## config.mk

```make
export PLATFORM = sky130hd
export DESIGN_NAME = decoder_onehot_ctrl_flat
export DESIGN_NICKNAME = d
export VERILOG_FILES = /design/src/rtl/decoder_onehot_ctrl_if.sv /design/src/rtl/decoder_onehot_ctrl.sv /design/src/flat_wrapper.sv
export SDC_FILE = /design/constraint.sdc
export NUM_CORES = 1
export LEC_CHECK = 0
export ABC_CLOCK_PERIOD_IN_PS = 1610
export CAP_MARGIN = 20
export CORE_MARGIN = 4
export CORE_UTILIZATION = 40
export CTS_CLUSTER_DIAMETER = 30
export CTS_CLUSTER_SIZE = 40
export DETAILED_ROUTE_END_ITERATION = 7
export GPL_TIMING_DRIVEN = 0
export PLACE_DENSITY = 0.66
export SLEW_MARGIN = 20
export SYNTH_ARGS = -nofsm -noshare
export SYNTH_HDL_FRONTEND = slang
export SYNTH_SLANG_ARGS = --single-unit
```

## constraint.sdc

```tcl
create_clock -name clk -period 1.61 [get_ports clk]
set_input_delay 0.322 -clock clk [delete_from_list [all_inputs] [get_ports clk]]
set_output_delay 0.322 -clock clk [all_outputs]
set_load 0.005 [all_outputs]
```

## src/rtl/decoder_onehot_ctrl_if.sv

```systemverilog
// Code handshake between an encoder-side producer and the one-hot decoder.
interface decoder_onehot_ctrl_if #(
  parameter int IN_W = 2
) ();
  logic            in_valid;
  logic            in_ready;
  logic [IN_W-1:0] a;

  modport master (output in_valid, output a, input in_ready);
  modport slave  (input in_valid, input a, output in_ready);
endinterface

```

## src/rtl/decoder_onehot_ctrl.sv

```systemverilog
// Sequential binary-to-one-hot decoder: each accepted code drives y for HOLD cycles, then GAP idle cycles.
// Define DECODER_ONEHOT_STICKY_ERR_EN for a sticky err cleared by the extra err_clr input.
module decoder_onehot_ctrl #(
  parameter int IN_W  = 2,
  parameter int OUT_W = 4,
  parameter int HOLD  = 3,
  parameter int GAP   = 1
) (
  input  logic                 clk,
  input  logic                 rst_n,
  decoder_onehot_ctrl_if.slave bus,
  output logic [OUT_W-1:0]     y,
  output logic                 y_valid,
  output logic                 busy,
  output logic                 err
`ifdef DECODER_ONEHOT_STICKY_ERR_EN
  ,
  input  logic                 err_clr
`endif
);

  localparam int MAX_HG = (HOLD > GAP) ? HOLD : GAP;
  localparam int CNT_W  = $clog2(MAX_HG + 1);

  typedef enum logic [1:0] {S_IDLE, S_DRIVE, S_GAP} state_t;

  state_t           state;
  logic [CNT_W-1:0] cnt;
  logic [IN_W-1:0]  code;
  logic             accept;
  logic             code_ok;
  logic             bad_accept;

  assign code       = bus.a;
  assign accept     = bus.in_valid && bus.in_ready;
  assign code_ok    = int'(code) < OUT_W;
  assign bad_accept = accept && !code_ok;

  // in_ready and busy are registered from the next state, so they line up with y.
  always_ff @(posedge clk or negedge rst_n) begin
    if (!rst_n) begin
      state        <= S_IDLE;
      cnt          <= '0;
      y            <= '0;
      y_valid      <= 1'b0;
      busy         <= 1'b0;
      err          <= 1'b0;
      bus.in_ready <= 1'b0;
    end else begin
`ifdef DECODER_ONEHOT_STICKY_ERR_EN
      if (bad_accept)
        err <= 1'b1;
      else if (err_clr)
        err <= 1'b0;
`else
      err <= bad_accept;
`endif
      case (state)
        S_IDLE: begin
          if (accept && code_ok) begin
            state        <= S_DRIVE;
            cnt          <= CNT_W'(HOLD - 1);
            y            <= OUT_W'(1) << code;
            y_valid      <= 1'b1;
            busy         <= 1'b1;
            bus.in_ready <= 1'b0;
          end else begin
            bus.in_ready <= 1'b1;
          end
        end
        S_DRIVE: begin
          if (cnt != '0) begin
            cnt <= cnt - 1'b1;
          end else begin
            y       <= '0;
            y_valid <= 1'b0;
            if (GAP == 0) begin
              state        <= S_IDLE;
              busy         <= 1'b0;
              bus.in_ready <= 1'b1;
            end else begin
              state <= S_GAP;
              cnt   <= CNT_W'(GAP - 1);
            end
          end
        end
        S_GAP: begin
          if (cnt != '0) begin
            cnt <= cnt - 1'b1;
          end else begin
            state        <= S_IDLE;
            busy         <= 1'b0;
            bus.in_ready <= 1'b1;
          end
        end
        default: begin
          state        <= S_IDLE;
          cnt          <= '0;
          y            <= '0;
          y_valid      <= 1'b0;
          busy         <= 1'b0;
          bus.in_ready <= 1'b1;
        end
      endcase
    end
  end

endmodule

```

## src/flat_wrapper.sv

```systemverilog
// flat-port wrapper written by rule: the top's interface ports become plain ports
module decoder_onehot_ctrl_flat 
#(
  parameter int IN_W  = 2,
  parameter int OUT_W = 4,
  parameter int HOLD  = 3,
  parameter int GAP   = 1
)
  (clk, rst_n, y, y_valid, busy, err, bus_in_valid, bus_a, bus_in_ready);
  decoder_onehot_ctrl_if #(.IN_W(IN_W)) bus_i ();
  input  logic clk;
  input  logic rst_n;
  output logic [OUT_W-1:0] y;
  output logic y_valid;
  output logic busy;
  output logic err;
  input wire logic [$bits(bus_i.in_valid)-1:0] bus_in_valid;
  input wire logic [$bits(bus_i.a)-1:0] bus_a;
  output wire logic [$bits(bus_i.in_ready)-1:0] bus_in_ready;
  assign bus_i.in_valid = bus_in_valid;
  assign bus_i.a = bus_a;
  assign bus_in_ready = bus_i.in_ready;
  decoder_onehot_ctrl #(.IN_W(IN_W), .OUT_W(OUT_W), .HOLD(HOLD), .GAP(GAP)) u_core (.clk(clk), .rst_n(rst_n), .bus(bus_i), .y(y), .y_valid(y_valid), .busy(busy), .err(err));
endmodule
```

======== Yosys cells after proc, flatten, opt, wreduce, memory -nomap -nowiden ========
Cells that the tools add are included.
word-level totals
  bits in registers ....................... 11
operators by class
  mux-type cells .......................... 18
  add/subtract/negate cells ............... 1
  shift-type cells ........................ 1
  bitwise operators ....................... 2
  equality and inequality tests ........... 6
  reductions and logical operators ........ 8
operators by type and width
  kind                                                   number
  2-to-1 mux 2 bit                                       6
  case mux 2 bit (3 select lines)                        2
  case mux 4 bit (3 select lines)                        1
  case mux 1 bit (3 select lines)                        3
  AND reduction 3 bit                                    3
  2-to-1 mux 4 bit                                       2
  2-to-1 mux 1 bit                                       4
  inequality test 2 x 1 -> 1 bit, second input constant  2
  inequality test 2 bit, second input constant           2
  AND reduction 2 bit                                    2
  << shifter 1 x 2 -> 4 bit, first input constant        1
  equality test 2 x 1 -> 1 bit, second input constant    1
  equality test 2 bit, second input constant             1
  zero test 2 bit                                        1
  NOT 1 bit                                              2
  nonzero test 2 bit                                     1
  subtractor 2 x 1 -> 2 bit, second input constant       1
  logical AND 1 bit                                      1

======== Depth between registers and ports, before layout ========
  depth after elaboration ................. 3
  mapped depth ............................ 5

======== Worst setup path before layout ========
Ideal clock, no wire load.
  kind .................................... register to register
  start point ............................. register u_core.cnt[0]
  end point ............................... register u_core.y[2]
  cell stages (with the launch flop) ...... 6
  period minus slack after synthesis ...... 1.433 ns
  path slack .............................. 0.177 ns
  arrival ................................. 1.308 ns
  buffers on the path ..................... 0
  setup time .............................. 0.125 ns
  cells stage by stage .................... dfrtp_1 -> inv_1 -> ha_1 -> o21a_1 -> nor2_4 -> mux2_4
on the way
  longest elaborated chain between the ends .. 3
RTL lines
  item                             RTL line                   source
  start, declared                  decoder_onehot_ctrl.sv:28  logic [CNT_W-1:0] cnt;
  start signal, assigned           decoder_onehot_ctrl.sv:62  cnt <= CNT_W'(HOLD - 1);
  start signal, assigned           decoder_onehot_ctrl.sv:73  cnt <= cnt - 1'b1;
  start signal, assigned           decoder_onehot_ctrl.sv:83  cnt <= CNT_W'(GAP - 1);
  nonzero test 2 bit               decoder_onehot_ctrl.sv:72  if (cnt != '0) begin
  inequality test 2 bit (no line)  --
  AND reduction 3 bit (no line)    --
  end signal, assigned             decoder_onehot_ctrl.sv:63  y <= OUT_W'(1) << code;
  end, declared                    decoder_onehot_ctrl.sv:12  output logic [OUT_W-1:0] y,
Every way passes these cells.
A chain may end at the register's enable or synchronous reset.

======== Worst setup path in the final report ========
  start point ............................. register u_core.bus.in_ready
  end point ............................... output bus_in_ready
RTL lines
  item                    RTL line                      source
  start, declared         decoder_onehot_ctrl_if.sv:10  modport slave (input in_valid, input a, output in_ready);
  start signal, assigned  decoder_onehot_ctrl.sv:48     bus.in_ready <= 1'b0;
  start signal, assigned  decoder_onehot_ctrl.sv:66     bus.in_ready <= 1'b0;
  start signal, assigned  decoder_onehot_ctrl.sv:68     bus.in_ready <= 1'b1;
  end, declared           flat_wrapper.sv:19            output wire logic [$bits(bus_i.in_ready)-1:0] bus_in_ready;
No word-level cell between the ends.

==> results.md <==
- Max stage delay on crit path: 0.52 ns
- Core Util, Final: 57.0%
- DR vias/cell: 5.05
- RSZ-0062 raised after global routing: false
- Commonest non-fill, non-tap cells in the layout: 11 x clkdlybuf4s50_1, 11 x dfrtp_1, 4 x inv_1, 4 x a21oi_1
- Worst path bufs/invs: 1
- Routability Congestion: ~0.76
- Yosys cell types: 30
- Port Buffer Count: 11
- DRC Markers: 0
- Dpl cell area: slightly above 700 um2
- Final min period: ~1.5 ns
- Placed Cells: just under 80
- Reg2reg setup slack: between 0.1 and 0.15 ns
- Worst hold path type: in -> async
- Initial Utilization: between 40% and 50%
- Final non-filler cell area: 761 um2
- Initial DRT Pass Iterations: 4
- Synth warnings: 0
- Nets: just under 80
- Chip height: 46.3 um
- Post-Route WL: 1040 um
- Crit path kind: reg -> out
- Syn_area_per_cell: around 11 um2
- IO Pins: 13
- Final Cycle Share: around 94%
- DR WL/cell: about 12 um
- Die area: around 2100 um2
- CP arrival: 1.19 ns
- Final setup TNS: 0 ns
- Leak Pwr: 0.000335 uW
- Final setup fails: 0
- Leading post-synthesis cells by cell area: dfrtp_1 47%, ha_1 6.4%, a21oi_1 3.4%
- Status: complete, no violations
- Max IR drop VDD: 756 uV
- Crit-path max FO: 6
- Antenna violations before repair: 0
- Die X-Extent: 46.3 um
- CP Data Required Time: roughly 1.3 ns
- Antenna-violating nets left: 0
- Core Box Area: around 1300 um2
- Cell taking the most area after synthesis: dfrtp_1
- Global-route wire length before repair: approximately 1900 um
- Share of layout cells above drive strength 1: between 20% and 30%
- Layout Cells excl Fill: between 80 and 90
- R2R depth: 5
- FILL cells: about 130
- CP delay by family, top: buffers and inverters
- Slowest stage cell, crit path: clkdlybuf4s50_1
- Num CTS Buffers: 3
- Total gr overflow: 0
- Critical Path Start Type: flop
- Vias in the first global route: between 400 and 500
- Max-Cap Viols: 0
- Slew Limit Fails: 0
- HPWL Detailed: between 800 and 900 um
- Diode count: 0
- Mapped Cells: 53
- CTS max path bufs: 2
- Initial DRC Count: 4
- CP Capture Type: output port
- Level count of the clock H-tree: 1
- Highest Signal Layer: met3
- Skew final: roughly 0.0026 ns
- M1 WL: about 530 um
- Worst path depth: 1
- Post-CTS Hold Fix Bufs: 0
- Hold Fails Final Rpt: 0
- Netlist Area Pre-Place: roughly 590 um2
- PD cells: 1830 nW/um2
- Synthesized flop and latch total: 11
- Wire length on met2: about 460 um
- Clock latency on the worst-skew pair: between 0.2 and 0.3 ns
- CTS tree: built
- Area added between synthesis and finish: 29.9%
- Vias: ~430
- Synthesized Nets: 61
- GRT Util Overall: around 13%
- CTS clock-pin slew for the worst setup and hold paths: 0.07 ns
- Cell Chain, Critical Path: clkdlybuf4s50_1
- CTS sink count: 11
- Largest net degree at the start of global routing: 12
- Root Buffer: clkbuf_4
- Seq/Total Area, Yosys: a little under half
- Fmax achieved: roughly 660 MHz
- Overall Power: around 1400 uW
- Yosys top cell area share: 47.0%
- Met3 WL: approximately 53 um
- Rows: 13
state kept, by name, summed over array words and instances, names as in the netlist:
| signal | flops |
|---|---|
| u_core.y_valid | 1 |
| u_core.y | 4 |
| u_core.bus.in_ready | 1 |
| u_core.cnt | 2 |
| u_core.busy | 1 |
| u_core.state | 2 |
routing by layer:
metal  vias to the layer above  global-route usage, %
li1                        225                      -
met4                         0                   3.41
met5                         -                      0
met3                         0                   6.25
met2                         7                   15.7
met1                       197                   18.7
worst paths after layout:
kind                                     startpoint              to
worst min register to register       u_core.y_valid  u_core.y_valid
worst min-delay path                          rst_n     u_core.y[3]
min in group clk                     u_core.y_valid  u_core.y_valid
worst max register to register        u_core.cnt[0]     u_core.y[2]
max in group asynchronous                     rst_n     u_core.y[0]
worst max-delay path            u_core.bus.in_ready    bus_in_ready
synth_stat cells, drive strengths merged:
| cell type | instances |
|---|---|
| a31o | 1 |
| or2b | 1 |
| a21boi | 1 |
| o21a | 1 |
| nor2 | 2 |
| and3b | 1 |
| and4bb | 1 |
| mux2i | 1 |
| mux2 | 1 |
| ha | 3 |
| o21ai | 3 |
| a22o | 1 |
| o22ai | 1 |
| nand3 | 1 |
| xnor2 | 1 |
| dfrtp | 11 |
| inv | 4 |
| o2bb2ai | 2 |
| nor4b | 1 |
| buf | 2 |
| a21oi | 4 |
| conb | 1 |
| clkbuf | 1 |
| nand2 | 3 |
| a31oi | 1 |
| a32o | 1 |
| nor3b | 1 |
| a21o | 1 |
final cells by class:
class	count	area, um2	share of cell area (%)
buffer	3	22.5	2.96
clock buffer	4	26.3	3.45
inverter	4	15.0	1.97
multi-input combinational	35	278	36.5
sequential	11	275	36.2
tap	15	18.8	2.47
timing repair buffer	13	125	16.4
where the power goes:
group | switching [uW] | internal [uW] | total, uW | leakage (uW)
sequential | 73.1 | 388 | 461 | 0.000135
combinational | 332 | 420 | 751 | 0.000186
clock | 86.4 | 95.8 | 182 | 0.0000150
timing repair:
item | CTS | global route
setup buffers | 0 | 2
endpoints found under the setup margin | 0 | 2
resized for setup | 0 | 1
metrics by stage:
stage,setup WS [ns],hold slack (ns)
6_report,0.0972,0.389
5_1_grt,0.00531,0.411
4_1_cts,0.0583,0.399
3_5_place_dp,-0.0173,0.474
3_3_place_gp,-0.0257,0.469
2_1_floorplan,0.177,0.0264
logic make-up after synthesis:
group / after synthesis / share of synthesized area (%)
XOR/XNOR: 1 / 1.50
flip-flops: 11 / 47.0
multiplexers: 2 / 4.27
buffers and inverters: 7 / 6.41
adder cells (fa/ha/maj): 3 / 6.41
AO/OA/AOI/OAI: 17 / 19.9
AND/OR/NAND/NOR: 11 / 13.9
other: 1 / 0.640
No activity file was read; power rests on OpenSTA's default activity.
